===== config.mk =====
export PLATFORM = sky130hd
export DESIGN_NAME = c32_mem
export DESIGN_NICKNAME = d
export VERILOG_FILES = /design/src/rtl/c32_mem_pkg.sv /design/src/rtl/c32_mem.sv
export SDC_FILE = /design/constraint.sdc
export NUM_CORES = 1
export LEC_CHECK = 0
export ABC_AREA = 1
export BUFFER_PORTS_ARGS = -buffer_cell sky130_fd_sc_hd__buf_4
export CAP_MARGIN = 20
export CORE_MARGIN = 4
export CORE_UTILIZATION = 40
export DETAILED_ROUTE_END_ITERATION = 7
export GPL_ROUTABILITY_DRIVEN = 0
export HOLD_SLACK_MARGIN = 0.05
export REMOVE_ABC_BUFFERS = 1
export SLEW_MARGIN = 20
export SYNTH_ARGS = -nofsm -noshare
export SYNTH_HDL_FRONTEND = slang
export SYNTH_SLANG_ARGS = --single-unit

===== constraint.sdc =====
create_clock -name clock -period 2.15 [get_ports clock]
set_input_delay 0 -clock clock [delete_from_list [all_inputs] [get_ports clock]]
set_output_delay 0 -clock clock [all_outputs]
set_load 0.02 [all_outputs]

===== src/rtl/c32_mem_pkg.sv =====
// Shared c32 bus declarations: responder state encoding and byte-lane helpers
// used by the memory responder and any other agent on the c32 memory port.
package c32_mem_pkg;

  typedef enum logic [1:0] {
    S_REQ  = 2'd0,
    S_BYTE = 2'd1,
    S_TAIL = 2'd2,
    S_DONE = 2'd3
  } c32_bus_state_t;

  localparam int unsigned C32_WORD_W = 32;
  localparam int unsigned C32_BYTE_W = 8;

  // Little-endian lane select: lane k is bits [8k+7:8k].
  function automatic logic [7:0] byte_lane(input logic [31:0] word, input logic [1:0] idx);
    return word[8*idx +: 8];
  endfunction

  function automatic logic [31:0] put_lane(input logic [31:0] word, input logic [1:0] idx,
                                           input logic [7:0] b);
    logic [31:0] r;
    r = word;
    r[8*idx +: 8] = b;
    return r;
  endfunction

endpackage


===== src/rtl/c32_mem.sv =====
// c32 memory-port responder: splits each 32-bit core access into four byte
// accesses on a synchronous 8-bit RAM and paces the core through core_ce.
module c32_mem
  import c32_mem_pkg::*;
#(
  parameter int ADDR_W = 20
) (
  input  logic              clock,
  input  logic              reset_n,
  input  logic [31:0]       core_a,
  input  logic [31:0]       core_o,
  input  logic              core_w,
  output logic [31:0]       core_i,
  output logic              core_ce,
  output logic [ADDR_W-1:0] mem_a,
  output logic [7:0]        mem_d,
  output logic              mem_we,
  input  logic [7:0]        mem_q
);

  c32_bus_state_t    state_q;
  logic [1:0]        cnt_q;
  logic [ADDR_W-1:0] req_a_q;
  logic [31:0]       req_o_q;
  logic              req_w_q;
  logic [31:0]       rbuf_q;
  logic [31:0]       core_i_q;
  logic              core_ce_q;
  logic [ADDR_W-1:0] mem_a_q;
  logic [7:0]        mem_d_q;
  logic              mem_we_q;

  logic [1:0]        cnt_d;
  logic [ADDR_W-1:0] lane_addr_d;
  logic              unused_core_a;

  // Address bits above ADDR_W are ignored; the sum wraps modulo 2^ADDR_W.
  assign cnt_d         = cnt_q + 2'd1;
  assign lane_addr_d   = req_a_q + ADDR_W'(cnt_d);
  assign unused_core_a = ^core_a;

  always_ff @(posedge clock) begin
    if (!reset_n) begin
      state_q   <= S_REQ;
      cnt_q     <= 2'd0;
      req_a_q   <= '0;
      req_o_q   <= '0;
      req_w_q   <= 1'b0;
      rbuf_q    <= '0;
      core_i_q  <= '0;
      core_ce_q <= 1'b0;
      mem_a_q   <= '0;
      mem_d_q   <= '0;
      mem_we_q  <= 1'b0;
    end else begin
      core_ce_q <= 1'b0;
      case (state_q)
        S_REQ: begin
          req_a_q  <= core_a[ADDR_W-1:0];
          req_o_q  <= core_o;
          req_w_q  <= core_w;
          cnt_q    <= 2'd0;
          // Lane 0 is presented directly from the core inputs so B0 drives it.
          mem_a_q  <= core_a[ADDR_W-1:0];
          mem_d_q  <= byte_lane(core_o, 2'd0);
          mem_we_q <= core_w;
          state_q  <= S_BYTE;
        end
        S_BYTE: begin
          // mem_q now holds the byte addressed in the previous B cycle.
          if (!req_w_q && cnt_q != 2'd0) begin
            rbuf_q <= put_lane(rbuf_q, cnt_q - 2'd1, mem_q);
          end
          cnt_q <= cnt_d;
          if (cnt_q == 2'd3) begin
            mem_we_q <= 1'b0;
            state_q  <= S_TAIL;
          end else begin
            mem_a_q  <= lane_addr_d;
            mem_d_q  <= byte_lane(req_o_q, cnt_d);
            mem_we_q <= req_w_q;
          end
        end
        S_TAIL: begin
          mem_we_q <= 1'b0;
          if (!req_w_q) begin
            rbuf_q   <= put_lane(rbuf_q, 2'd3, mem_q);
            core_i_q <= put_lane(rbuf_q, 2'd3, mem_q);
          end
          core_ce_q <= 1'b1;
          state_q   <= S_DONE;
        end
        S_DONE: begin
          mem_we_q <= 1'b0;
          state_q  <= S_REQ;
        end
        default: begin
          mem_we_q <= 1'b0;
          state_q  <= S_REQ;
        end
      endcase
    end
  end

  assign core_i  = core_i_q;
  assign core_ce = core_ce_q;
  assign mem_a   = mem_a_q;
  assign mem_d   = mem_d_q;
  assign mem_we  = mem_we_q;

endmodule


==> results.toml <==
[setup_path]
crit_start = "cnt_q[1]$_SDFFE_PN0P_"
cpLargestDelayFamily = "simple AND/OR/NAND/NOR gates"
startpoint_type = "flop"
crit_type = "reg -> reg"
cp_num_cells = 10
cp.arrival_ns = 2.32
r2r-end = "mem_a[14]$_SDFFE_PN0P_"
crit_fanout = 4
cp-endpoint = "mem_a[14]$_SDFFE_PN0P_"
crit_path_end_kind = "flop"
path_cells = "inv_1 -> ha_4 -> fa_1 -> nand3_2 -> nor2_2 -> nand3_1 -> or2_0 -> nand3_1 -> nand2_1 -> a21oi_1"
crit_buf_inv = 1
r2r_slack_ns = 0.18
required_ns = 2.50
critPathMostFrequentCell = "nand3_1"
cp_slowest_cell = "dfxtp_1"
r2r_start = "cnt_q[1]$_SDFFE_PN0P_"
max_stage_delay_ns = 0.38
ff2ff_path_depth = 10

[layout]
area_growth_syn_to_layout_pct = 37.9
drive_gt1_share_pct = 18.7
final_cell_count_no_fill = 1192
final_cell_mix = "dfxtp_1, buf_4, o21ai_0"
nets = 1081
finish.utilization_pct = 57.2
filler_cell_count = 1391
antenna_cells = 0

[timing]
tightest_slew_ns = 0.821
clock_skew_ns = 0.00963
hold_violations = 0
final.setup.tns_ns = 0
fin_ws_ns = 0.183
slew_headroom_pct = 44.9
rsz0062_at_grt = "false"
fin_crit_sh_pct = 91.5
finalSetupViolations = 0
maxSlewViolCount = 0
max_freq_mhz = 508
period_minus_slack_ns = 1.97

[logic_synthesis]
syn_area_um2 = 6090
avgSynthCellArea_um2 = 7.43
ys_seq_area_share_pct = 47.0
yosysWarnings = 0
synth.ff_latch_count = 143
synth.distinct_cells = 38
synthCells = 820

[pwr]
ir_drop_v = 0.000728
pwr-share-comb_pct = 40.4
p_seq_share_pct = 35.6
power_mw = 11.5
powerDensity_nw_per_um2 = 1370
p_clk_share_pct = 24.0
p_leak_nw = 3.51
switching_share_pct = 39.4
p_switching_mw = 4.54
p_int_mw = 6.99

[clocking]
cts_sinks = 143
h-tree-depth = 4
root_buffer = "clkbuf_16"
cts_buffers = 17
cts_tree = "built"
cts.clk_slew.worst_paths_ns = 0.06
cts_max_path_buffers = 2
post-cts-setup-buffer-count = 0
insertion_delay_ns = 0.42

[floorplan]
die-area_um2 = 17300
die-width_um = 131
dieHeight_um = 131
placementRows = 44
core_area_um2 = 14700
start_util_pct = 41.4
io-pin-count = 137

[global_routing]
grt_max_degree = 65
antenna_found_initial = 0
grt_pass1_vias = 5583
grt_first_pass_wirelength_mm = 28.3
overflow = 0
grt.total_usage_pct = 19.8

[routing]
via_per_inst = 4.97
first_iter_violations = 325
antenna_left = 0
route.detailed.drc = 0
avgRoutedWirePerCell_um = 14.2
vias = 5926
dr.pass1.iters = 5
finalWirelength_mm = 16.9

[placement]
io_buffers = 124
place_inst = 1099
dp_slack_ns = 0.108
dp_hpwl_mm = 11.1

[worst_hold_path]
min_path_type = "in -> reg"

[run]
maxCapViolations = 0

[outcome]
outcome = "finished, final reports clean"
repair_timing:
| action | in CTS | in global routing |
|---|---|---|
| hold buffers | 62 | 0 |
| endpoints found under the hold margin | 112 | 0 |
| resized for setup | 0 | 3 |
| setup endpoints to repair | 0 | 8 |
worst min-delay path by stage:
stage,startpoint,end,slack [ns],cells after the start
2_1_floorplan,reset_n,core_ce$_SDFF_PN0_,0.1,2
3_3_place_gp,core_o[30],req_o_q[30]$_SDFFE_PN0P_,0.22,3
3_5_place_dp,core_o[24],req_o_q[24]$_SDFFE_PN0P_,0.23,3
4_1_cts,core_o[22],req_o_q[22]$_SDFFE_PN0P_,0.32,4
5_1_grt,core_o[30],req_o_q[30]$_SDFFE_PN0P_,0.34,4
6_report,core_o[30],req_o_q[30]$_SDFFE_PN0P_,0.34,4
layout make-up:
type,count,area [µm²],area share [%]
tap,184,230,2.74
timing repair buffer,206,1710,20.4
clock buffer,26,499,5.94
multi-input combinational,562,2790,33.2
sequential,143,2860,34.1
clock inverter,5,55.1,0.655
inverter,66,250,2.98
routing by layer:
layer | GRT usage (%) | vias up | routed length (µm) | part of all wire (%)
li1 | - | 3080 | - | -
met1 | 27.3 | 2681 | 8250 | 49
met2 | 30.9 | 144 | 7580 | 45
met3 | 4.59 | 21 | 849 | 5.0
met4 | 5.95 | 0 | 203 | 1.2
met5 | 0 | - | 0 | 0
registers in the layout, summed over array words and instances (netlist names):
register	flops
mem_we	1
req_a_q	20
cnt_q	2
core_i	32
mem_a	20
req_o_q	32
mem_d	8
req_w_q	1
rbuf_q	24
state_q	2
core_ce	1
power by group through the flow:
stage | clock (mW) | sequential, mW | combinational (mW)
2_1_floorplan | 0 | 4.57 | 2.24
3_3_place_gp | 0 | 4.14 | 4.55
3_5_place_dp | 0 | 4.14 | 4.55
4_1_cts | 2.82 | 4.10 | 4.67
5_1_grt | 2.94 | 4.22 | 5.20
6_report | 2.77 | 4.10 | 4.66
tightest hold or removal path: stages:
cell,delay (ns)
dlygate4sd3_1,0.52
buf_4,0.09
nor2_1,0.03
nor2_1,0.08
cells in the mapped netlist (all sizes together):
| cell type | number | area share, % |
|---|---|---|
| or2 | 2 | 0.21 |
| a211oi | 15 | 1.8 |
| ha | 9 | 1.8 |
| clkinv | 2 | 0.12 |
| nor2 | 131 | 8.4 |
| o2111ai | 1 | 0.14 |
| o21ai | 143 | 12 |
| clkbuf | 31 | 1.9 |
| o221ai | 1 | 0.14 |
| and2 | 1 | 0.10 |
| buf | 18 | 1.5 |
| nand3 | 23 | 2.0 |
| nand4 | 2 | 0.21 |
| nor3 | 23 | 2.2 |
| o211ai | 2 | 0.25 |
| a21oi | 97 | 8.0 |
| dfxtp | 143 | 47 |
| fa | 1 | 0.33 |
| o22ai | 3 | 0.31 |
| xor2 | 7 | 1.0 |
| a31oi | 5 | 0.51 |
| inv | 64 | 4.0 |
| xnor2 | 1 | 0.14 |
| nand2 | 93 | 5.8 |
| o21bai | 1 | 0.12 |
| a21boi | 1 | 0.12 |
metrics by stage:
step / hold WS, ns / instance area, µm²
final: 0.343 / 8400
after global routing: 0.339 / 8400
after CTS: 0.322 / 8380
after detailed placement: 0.228 / 7210
after global placement: 0.223 / 7210
after floorplan: 0.0976 / 5880
kinds of logic after synthesis:
family / synth area share [%]
AO/OA/AOI/OAI: 23.3
buffers and inverters: 7.56
XOR/XNOR: 1.15
adder cells (fa/ha/maj): 2.18
flip-flops: 47.0
AND/OR/NAND/NOR: 18.8
Note: power is estimated with default switching activity, not from simulation.
